File: src/rtl/bear_range_source_ctrl.sv
// bear_range_source_ctrl
//   Source-selection controller for the bearing/range decode datapath.
//   It watches the external bearing word and the external range sync for
//   activity and regularity. It switches the bearing or synclk source to
//   external only after that source has delivered LOCK_COUNT consecutive good
//   intervals. A synclk release back to the internal source waits for an
//   InsideSynclk rising edge, or gives up after LOSS_TIMEOUT cycles.
//
//   Optional feature macro: BRD_SRC_FAILOVER_EN
//     defined   : a timeout or short interval while external forces a
//                 failover back to ARM, pulses FaultStrobe and bumps FaultCount.
//     undefined : external stays selected until the host drops the request;
//                 ExtOk tracks interval health; FaultStrobe/FaultCount read 0.
//
//   Ports:
//     Clk40M       in   sole clock
//     Reset        in   asynchronous, active-high reset
//     CmdValid     in   one-cycle host command strobe
//     Cmd[1:0]     in   requested source (bit0 bear, bit1 synclk; 1 = external)
//     ExSynclk     in   external synclk, already synchronous to Clk40M
//     InsideSynclk in   internal synclk
//     ExBear[11:0] in   external bearing word
//     Select[1:0]  out  registered source select (bit0 bear, bit1 synclk)
//     ExtOk[1:0]   out  channel is external and its last interval was good
//     FaultStrobe  out  one-cycle pulse on any failover
//     FaultCount   out  saturating failover count
module bear_range_source_ctrl #(
  parameter int unsigned LOSS_TIMEOUT = 40000,
  parameter int unsigned MIN_GAP      = 400,
  parameter int unsigned LOCK_COUNT   = 8
) (
  input  logic        Clk40M,
  input  logic        Reset,
  input  logic        CmdValid,
  input  logic [1:0]  Cmd,
  input  logic        ExSynclk,
  input  logic        InsideSynclk,
  input  logic [11:0] ExBear,
  output logic [1:0]  Select,
  output logic [1:0]  ExtOk,
  output logic        FaultStrobe,
  output logic [7:0]  FaultCount
);

  typedef enum logic [1:0] {ST_IN, ST_ARM, ST_EXT, ST_RELEASE} chan_state_t;

  localparam int unsigned BEAR = 0;
  localparam int unsigned SYNC = 1;
  localparam logic [15:0] LOSS_VAL = 16'(LOSS_TIMEOUT);
  localparam logic [15:0] GAP_VAL  = 16'(MIN_GAP);
  localparam logic [3:0]  LOCK_VAL = 4'(LOCK_COUNT);

  logic [1:0]  req_q;
  logic [11:0] bear_prev_q;
  logic        sync_prev_q;
  logic        inside_prev_q;
  logic [15:0] interval_q [2];
  logic [3:0]  good_q [2];
  logic [1:0]  seen_q;
  logic [1:0]  last_good_q;
  chan_state_t state_q [2];
  logic [15:0] release_q;

  logic [1:0]  req_eff;
  logic [1:0]  event_now;
  logic [1:0]  good_iv;
  logic [1:0]  short_iv;
  logic [1:0]  timeout;
  logic        inside_rise;
  chan_state_t state_d [2];
  logic [3:0]  good_d [2];
  logic [1:0]  seen_d;
  logic [1:0]  last_good_d;
  logic [1:0]  sel_d;
  logic [1:0]  ext_ok_d;
`ifdef BRD_SRC_FAILOVER_EN
  logic [1:0]  fault_d;
`endif

  // A command acts in the cycle it arrives, so IN moves to ARM one cycle
  // after CmdValid. The bear channel has no minimum gap, so it can never
  // see a short interval.
  always_comb begin
    req_eff      = CmdValid ? Cmd : req_q;
    event_now[0] = (ExBear != bear_prev_q);
    event_now[1] = ExSynclk & ~sync_prev_q;
    inside_rise  = InsideSynclk & ~inside_prev_q;
    good_iv      = '0;
    short_iv     = '0;
    timeout      = '0;
    for (int c = 0; c < 2; c++) begin
      timeout[c]  = (interval_q[c] == LOSS_VAL);
      good_iv[c]  = event_now[c] && (interval_q[c] < LOSS_VAL) &&
                    ((c != SYNC) || (interval_q[c] >= GAP_VAL));
      short_iv[c] = event_now[c] && (c == SYNC) && (interval_q[c] < GAP_VAL);
    end
  end

  // Per-channel state machine. In ARM, the first event after entry only
  // starts a measurement. A timeout is a level condition while the interval
  // counter sits saturated. So after a loss, the first returning event also
  // clears the good count, and the relock needs LOCK_COUNT fresh intervals.
  // Select stays high through RELEASE so the synclk switch-back can wait for
  // an internal edge.
  always_comb begin
    seen_d      = seen_q;
    last_good_d = last_good_q;
    sel_d       = '0;
    ext_ok_d    = '0;
`ifdef BRD_SRC_FAILOVER_EN
    fault_d     = '0;
`endif
    for (int c = 0; c < 2; c++) begin
      state_d[c] = state_q[c];
      good_d[c]  = good_q[c];
      if (good_iv[c])
        last_good_d[c] = 1'b1;
      else if (short_iv[c] || timeout[c])
        last_good_d[c] = 1'b0;

      case (state_q[c])
        ST_IN: begin
          if (req_eff[c]) begin
            state_d[c] = ST_ARM;
            good_d[c]  = '0;
            seen_d[c]  = 1'b0;
          end
        end
        ST_ARM: begin
          if (!req_eff[c])
            state_d[c] = ST_IN;
          else if (!seen_q[c])
            seen_d[c] = event_now[c];
          else if (short_iv[c] || timeout[c])
            good_d[c] = '0;
          else if (good_iv[c]) begin
            if ((good_q[c] + 4'd1) == LOCK_VAL) begin
              state_d[c] = ST_EXT;
              good_d[c]  = '0;
            end else begin
              good_d[c] = good_q[c] + 4'd1;
            end
          end
        end
        ST_EXT: begin
`ifdef BRD_SRC_FAILOVER_EN
          if (short_iv[c] || timeout[c]) begin
            state_d[c] = ST_ARM;
            good_d[c]  = '0;
            fault_d[c] = 1'b1;
          end else
`endif
          if (!req_eff[c])
            state_d[c] = (c == SYNC) ? ST_RELEASE : ST_IN;
        end
        ST_RELEASE: begin
          if (req_eff[c])
            state_d[c] = ST_EXT;
          else if (inside_rise || (release_q == LOSS_VAL))
            state_d[c] = ST_IN;
        end
        default: state_d[c] = ST_IN;
      endcase

      sel_d[c]    = (state_d[c] == ST_EXT) || (state_d[c] == ST_RELEASE);
      ext_ok_d[c] = (state_d[c] == ST_EXT) && last_good_d[c];
    end
  end

  // State, history, interval counters and the registered outputs. The
  // interval counter clears on every event and otherwise saturates at
  // LOSS_TIMEOUT. The release wait counts only while synclk sits in RELEASE.
  always_ff @(posedge Clk40M or posedge Reset) begin
    if (Reset) begin
      req_q         <= '0;
      bear_prev_q   <= '0;
      sync_prev_q   <= 1'b0;
      inside_prev_q <= 1'b0;
      seen_q        <= '0;
      last_good_q   <= '0;
      release_q     <= '0;
      Select        <= '0;
      ExtOk         <= '0;
      for (int c = 0; c < 2; c++) begin
        interval_q[c] <= '0;
        good_q[c]     <= '0;
        state_q[c]    <= ST_IN;
      end
    end else begin
      if (CmdValid)
        req_q <= Cmd;
      bear_prev_q   <= ExBear;
      sync_prev_q   <= ExSynclk;
      inside_prev_q <= InsideSynclk;
      seen_q        <= seen_d;
      last_good_q   <= last_good_d;
      Select        <= sel_d;
      ExtOk         <= ext_ok_d;
      for (int c = 0; c < 2; c++) begin
        if (event_now[c])
          interval_q[c] <= '0;
        else if (interval_q[c] != LOSS_VAL)
          interval_q[c] <= interval_q[c] + 16'd1;
        good_q[c]  <= good_d[c];
        state_q[c] <= state_d[c];
      end
      if (state_q[SYNC] != ST_RELEASE)
        release_q <= '0;
      else if (release_q != LOSS_VAL)
        release_q <= release_q + 16'd1;
    end
  end

`ifdef BRD_SRC_FAILOVER_EN
  // Faults on both channels in one cycle count as a single failover.
  always_ff @(posedge Clk40M or posedge Reset) begin
    if (Reset) begin
      FaultStrobe <= 1'b0;
      FaultCount  <= '0;
    end else begin
      FaultStrobe <= |fault_d;
      if ((|fault_d) && (FaultCount != 8'hFF))
        FaultCount <= FaultCount + 8'd1;
    end
  end
`else
  assign FaultStrobe = 1'b0;
  assign FaultCount  = '0;
`endif

endmodule

File: config.mk
export PLATFORM = sky130hd
export DESIGN_NAME = bear_range_source_ctrl
export DESIGN_NICKNAME = d
export VERILOG_FILES = /design/src/rtl/bear_range_source_ctrl.sv
export SDC_FILE = /design/constraint.sdc
export NUM_CORES = 1
export LEC_CHECK = 0
export ABC_AREA = 0
export BUFFER_PORTS_ARGS = -buffer_cell sky130_fd_sc_hd__buf_2
export CORE_UTILIZATION = 50
export CTS_CLUSTER_DIAMETER = 200
export DETAILED_ROUTE_END_ITERATION = 10
export PLACE_DENSITY_LB_ADDON = 0.3
export SETUP_SLACK_MARGIN = 0.1
export SLEW_MARGIN = 25
export SYNTH_ARGS = -nofsm -noshare
export SYNTH_HDL_FRONTEND = slang
export SYNTH_SLANG_ARGS = --single-unit
export TNS_END_PERCENT = 5
File: constraint.sdc
create_clock -name Clk40M -period 4.1 [get_ports Clk40M]
set_clock_uncertainty 0.2 [all_clocks]
set_input_delay 0.205 -clock Clk40M [delete_from_list [all_inputs] [get_ports Clk40M]]
set_output_delay 0.205 -clock Clk40M [all_outputs]
set_load 0.005 [all_outputs]
==> reports/metrics.cfg, run 1 <==
[clock_network]
clk_pin_slew_ps = 80
cts_htree_levels = 3
cts.sinks = 83
clkLatencyLatePin_ps = 350
cts_made_buffers = 9
post_cts_buffers = 0
clockBufferDepth = 2
root_buffer = clkbuf_8
cts_tree = built

[placed_design]
gp_congestion = 0.757
dpl_worst_slack_ps = 1690
port_buffers = 22
dp_hpwl_mm = 5.12
place_inst = 544

[worst_setup_path]
end_kind = register
worstPathMaxFanout = 6
rrSetupSlack_ps = 1660
cp_top_family = simple AND/OR/NAND/NOR gates
cp_cell_sequence = ha_1, or3b_2, a21boi_0, a41oi_1, nor3b_1
crit_buf_inv = 0
cp_slowest_stage_delay_ps = 460
start_kind = register
path_class = reg -> reg
cp.arrival_ps = 2470
required_ps = 4130
crit_slowest_cell = or3b_2

[route]
remaining_drc_errors = 0
drt_wl_total_mm = 7.51
postRouteAntennaNets = 0
firstDrtPassIters = 4
drt-vias-per-instance = 5.27
wire_per_inst_um = 13.1
drt_iter0_drc = 108
vias = 3032

[yosys]
ys_types = 54
avgSynthCellArea_um2 = 9.87
yosysWarnings = 0
ys_ff_latch = 83
syn_area_um2 = 4210
synth.yosys.seq_area_share_pct = 49.4
ys.flop_type = dfrtp_1
synth_edf_count = 0
synth_cells = 426
synth-async-reset-ratio_pct = 100

[finish]
layout-drive-gt1-share_pct = 10.6
multi_input_area_um2 = 1990
nFillCells = 705
instances_no_fill = 575
nets = 494
diodes = 0
area_growth_pct = 12.6
regArea_um2 = 2080

[global_route]
overflow = 0
grt_pass1_wl_mm = 13.1
grt_pass1_vias = 2957
grt.total_usage_pct = 18.9
grt_max_degree = 52
antenna_found_initial = 0

[sta]
layout_min_cycle_time_ps = 2440
worst_slew_pin_slew_ps = 848
tns_ps = 0
slew_viol_final = 0
hold_viol_final = 0
clock.fmax_ghz = 0.410
setup_viol = 0
worst_slack_ps = 1660
max-slew-margin-rel_pct = 43.4
rsz0062_at_grt = no
fin_crit_sh_pct = 59.5

[power]
p_per_area_nw_per_um2 = 382
leakage_nw = 2.11
total_power_mw = 1.81
ir_drop_mv = 0.225

[flow_run]
cap_violations = 0

[hold_path]
hold_class = in -> reg

[die]
die_area_um2 = 8780
core_um2 = 8180
dieWidth_um = 93.7
rows = 33
ioPinCount = 32
initial_core_util_pct = 51.4
die_h_um = 93.7

[outcome]
outcome = finished clean

## worst paths after layout
check	from	to	depth (start not counted)
worst max-delay path	good_q[0]	ExtOk[1]	5
worst min-delay path	Cmd[1]	req_q[1]	3
max in group asynchronous	Reset	req_q[1]	4
min in group asynchronous	Reset	sync_prev_q	3
worst max register to register	good_q[0]	ExtOk[1]	5
worst min register to register	last_good_q[1]	last_good_q[1]	2
## logic make-up after synthesis
logic type	count (synthesis)	share of synthesized area (%)
AND/OR/NAND/NOR	187	22.6
flip-flops	83	49.4
AO/OA/AOI/OAI	54	8.90
XOR/XNOR	54	11.2
buffers and inverters	34	4.11
adder cells (fa/ha/maj)	10	2.98
multiplexers	3	0.714
other	1	0.0892
## layout make-up
cell class	instances	share of cell area, %
clock buffer	10	2.91
timing repair buffer	39	5.81
tap	105	2.77
inverter	15	1.22
multi-input combinational	317	41.9
sequential	83	43.9
clock inverter	6	1.51
## cells in the final DEF, fill, tap and decap left out, types with 2 or more instances in the layout
master / netlist / final
nand3_1: 24 / 24
a21oi_1: 17 / 17
nand4_1: 13 / 13
o22a_1: 2 / 2
nand2_1: 38 / 38
or3b_2: 2 / 2
and4_1: 3 / 3
clkbuf_8: 0 / 10
conb_1: 1 / 9
nor2_1: 51 / 51
mux2i_1: 3 / 3
xnor2_1: 11 / 11
a21o_1: 3 / 3
a211o_1: 2 / 2
dlygate4sd3_1: 0 / 15
nor3_1: 10 / 10
or3_1: 5 / 5
dfrtp_1: 83 / 83
nor2b_1: 2 / 2
buf_4: 10 / 2
ha_1: 10 / 10
nor4_1: 7 / 7
and2_1: 3 / 3
o21ai_0: 11 / 11
and3_1: 13 / 13
nand2b_1: 6 / 6
buf_2: 0 / 22
o31ai_1: 2 / 2
inv_6: 0 / 2
nor4bb_1: 2 / 2
inv_1: 15 / 14
xor2_1: 43 / 43
clkinvlp_4: 0 / 2
a2111oi_0: 2 / 2
## synth_stat cells (all sizes together), types with 2 or more instances
cell type | count | share of area (%)
a21oi | 18 | 2.2
ha | 10 | 3.0
a21boi | 2 | 0.36
nor2 | 51 | 4.6
xnor2 | 11 | 2.3
a2111oi | 2 | 0.42
clkbuf | 8 | 0.71
o21ai | 12 | 1.4
or3b | 2 | 0.42
inv | 15 | 1.3
nand4 | 13 | 1.9
nand2b | 6 | 0.89
nand2 | 38 | 3.4
nor4 | 8 | 1.3
and4 | 3 | 0.62
and3 | 13 | 1.9
buf | 11 | 2.1
xor2 | 43 | 9.0
or4 | 2 | 0.45
nor2b | 2 | 0.30
or3 | 5 | 0.74
nor3 | 10 | 1.2
a21o | 3 | 0.54
mux2i | 3 | 0.71
a211o | 2 | 0.42
o31ai | 2 | 0.36
and2 | 3 | 0.45
nand3 | 25 | 3.1
nor4bb | 2 | 0.48
dfrtp | 83 | 49
o22a | 2 | 0.42
## worst reg2reg max path: stages (launching register included)
cell and delay [ps]:
dfrtp_1 450, ha_1 300, or3b_2 460, a21boi_0 390, a41oi_1 210, nor3b_1 310
## sequential cells by signal, indices dropped and copies added, names as in the netlist
name           cells
seen_q             2
req_q              2
state_q            3
sync_prev_q        1
Select             2
bear_prev_q       12
interval_q        32
last_good_q        2
good_q             8
ExtOk              2
release_q         16
inside_prev_q      1
## through the flow
| step | hold WS [ps] | instance area (µm²) | util, % |
|---|---|---|---|
| CTS | 9.64 | 4740 | 57.9 |
| global route | 54.9 | 4740 | 57.9 |
| global placement | 125 | 4380 | 53.5 |
| floorplan | 36.4 | 4240 | - |
| finish | 11.5 | 4740 | 57.9 |
| detailed placement | 126 | 4380 | 53.5 |
## layer usage
layer / up-vias / track usage, % / wire (µm)
met2: 35 / 33.0 / 3700
met5: - / 0 / 0
li1: 1528 / - / -
met4: 0 / 6.41 / 116
met1: 1458 / 23.3 / 3520
met3: 11 / 3.72 / 176
## repair_timing
action	CTS	global route
hold buffers	15	0
resized for setup	0	0
endpoints found under the hold margin	64	0
## power breakdown
part / leakage [nW] / switching (mW) / total (mW) / internal [mW]
Combinational: 0.912 / 0.129 / 0.238 / 0.109
Clock: 0.0995 / 0.307 / 0.611 / 0.303
Sequential: 1.10 / 0.0799 / 0.960 / 0.880
Total: 2.11 / 0.516 / 1.81 / 1.29
(Power assumes the default switching activity.)
==> inputs of run 2 (changes only) <==
==> constraint.sdc (replaced) <==
create_clock -name Clk40M -period 2.4 [get_ports Clk40M]
set_clock_uncertainty 0.2 [all_clocks]
set_input_delay 0.12 -clock Clk40M [delete_from_list [all_inputs] [get_ports Clk40M]]
set_output_delay 0.12 -clock Clk40M [all_outputs]
set_load 0.005 [all_outputs]
==> reports/metrics.cfg, run 2 (synthesis gave the netlist of run 1 again) <==
[die]
initial_core_util_pct = 51.4  ; unchanged
core_um2 = 8180  ; unchanged
die_area_um2 = 8780  ; unchanged
rows = 33  ; unchanged
die_h_um = 93.7  ; unchanged
ioPinCount = 32  ; unchanged
dieWidth_um = 93.7  ; unchanged

[sta]
max-slew-margin-rel_pct = 66.6  ; +23 points
worst_slew_pin_slew_ps = 488  ; -361 ps
slew_viol_final = 0  ; unchanged
setup_viol = 0  ; unchanged
fin_crit_sh_pct = 96.6  ; +37 points
rsz0062_at_grt = yes
tns_ps = 0  ; unchanged
hold_viol_final = 0  ; unchanged
layout_min_cycle_time_ps = 2320  ; -123 ps
clock.fmax_ghz = 0.432  ; +5.3%
timing.hold.ws_ps = 5.46  ; -6.07 ps

[finish]
top_regs = interval_q x32, release_q x16, bear_prev_q x12
layout_common_cells = dfrtp_1 (83), nor2_1 (51), xor2_1 (43), nand2_1 (38), nand3_1 (24)
instances_no_fill = 593  ; +3.1%
top_register = interval_q
area_growth_pct = 17.2
layout-drive-gt1-share_pct = 13.5  ; +2.9 points
final_common_cell = dfrtp_1
diodes = 0  ; unchanged
nets = 512  ; +3.6%
largest_reg_flops = 32  ; unchanged

[power]
total_power_mw = 3.23  ; +79%
leakage_nw = 2.22  ; +4.9%
ir_drop_mv = 0.391  ; +74%
p_per_area_nw_per_um2 = 656  ; +72%

[global_route]
grt_use_met1_pct = 26.6  ; +3.3 points
grt_busiest_layer = met2
grt_pass1_wl_mm = 13.8  ; +5.1%
grt.total_usage_pct = 20.1  ; +1.2 points
grt_use_met2_pct = 32.5  ; -0.43 points
grt_max_degree = 84  ; +62%
antenna_found_initial = 0  ; unchanged
overflow = 0  ; unchanged
grt_pass1_vias = 3043  ; +2.9%
gr-usage-met3_pct = 4.37  ; +0.65 points

[outcome]
outcome = finished clean

[worst_setup_path]
cp_top_family = simple AND/OR/NAND/NOR gates
cp_slowest_stage_delay_ps = 560  ; +100 ps
start_kind = register
crit_slowest_cell = or4_4
cp.arrival_ps = 2410  ; -60 ps
end_kind = register
worstPathMaxFanout = 3  ; -3
required_ps = 2490  ; -1640 ps
cp_cell_sequence = or4_4, o311ai_4, and3_4, a21oi_4, or4b_1, nand3_1
crit_buf_inv = 0  ; unchanged
path_class = reg -> reg

[route]
drt-vias-per-instance = 5.27  ; about the same
drt_iter0_drc = 90  ; -17%
vias = 3126  ; +3.1%
firstDrtPassIters = 4  ; unchanged
drt_wl_total_mm = 7.70  ; +2.5%
remaining_drc_errors = 0  ; unchanged
postRouteAntennaNets = 0  ; unchanged
wire_per_inst_um = 13.0  ; -0.59%

[clock_network]
cts_tree = built
clk_pin_slew_ps = 80  ; about the same
clockBufferDepth = 2  ; unchanged
cts.sinks = 83  ; unchanged
cts_htree_levels = 3  ; unchanged
cts_made_buffers = 9  ; unchanged
clkLatencyLatePin_ps = 360  ; about the same
root_buffer = clkbuf_8

[flow_run]
cap_violations = 0  ; unchanged

[placed_design]
port_buffers = 22  ; unchanged
gp_congestion = 0.833  ; +10%
dp_hpwl_mm = 5.18  ; +1.2%
place_inst = 558  ; +2.6%

[hold_path]
hold_class = in -> reg

run 2: cell type report:
cell class / count / area, µm²
clock inverters: 5 / 82.6
clock buffers: 11 / 141
flip-flops and latches: 83 / 2080
inverters: 15 / 60.1
repair buffers: 57 / 430
fillers: 709 / 3250
well taps: 105 / 131
multi-input cells: 317 / 2000
run 2: per-layer routing:
layer,wire [µm],vias to the layer above
met5,0,-
met4,112,0
met3,258,10
met2,3700,37
met1,3630,1505
li1,-,1574
run 2: per-stage QoR:
step	setup slack [ps]	utilization (%)	instance area, µm²
final	82.7	60.3	4930
after global placement	139	55.0	4500
after detailed placement	104	55.0	4500
after global routing	25.6	60.3	4930
after floorplan	69.9	-	4240
after CTS	86.2	60.0	4900
run 2: worst register-to-register path, cell delays in order, from the launching register on:
cell      delay [ps]
dfrtp_1          380
or4_4            560
o311ai_4         290
and3_4           240
a21oi_4           50
or4b_1           470
nand3_1           80
run 2: worst paths after layout:
kind,start,end,slack [ps],cells past startpoint
min reg2reg,last_good_q[1],last_good_q[1],280,2
max,interval_q[29],good_q[7],80,6
max in group asynchronous,Reset,seen_q[1],1410,4
max reg2reg,interval_q[29],good_q[7],80,6
min in group asynchronous,Reset,bear_prev_q[5],210,4
min,CmdValid,req_q[0],5,3
run 2: power by group:
group | switching (mW) | internal [mW]
logic | 0.227 | 0.221
registers | 0.135 | 1.50
clock network | 0.523 | 0.621
run 2: repair_timing:
| action | CTS | global route |
|---|---|---|
| hold endpoints to repair | 99 | 0 |
| endpoints found under the setup margin | 2 | 9 |
| pin swaps | 0 | 8 |
| buffers inserted | 0 | 1 |
| hold buffers | 18 | 0 |
| resized for setup | 1 | 3 |
| gates cloned | 0 | 0 |
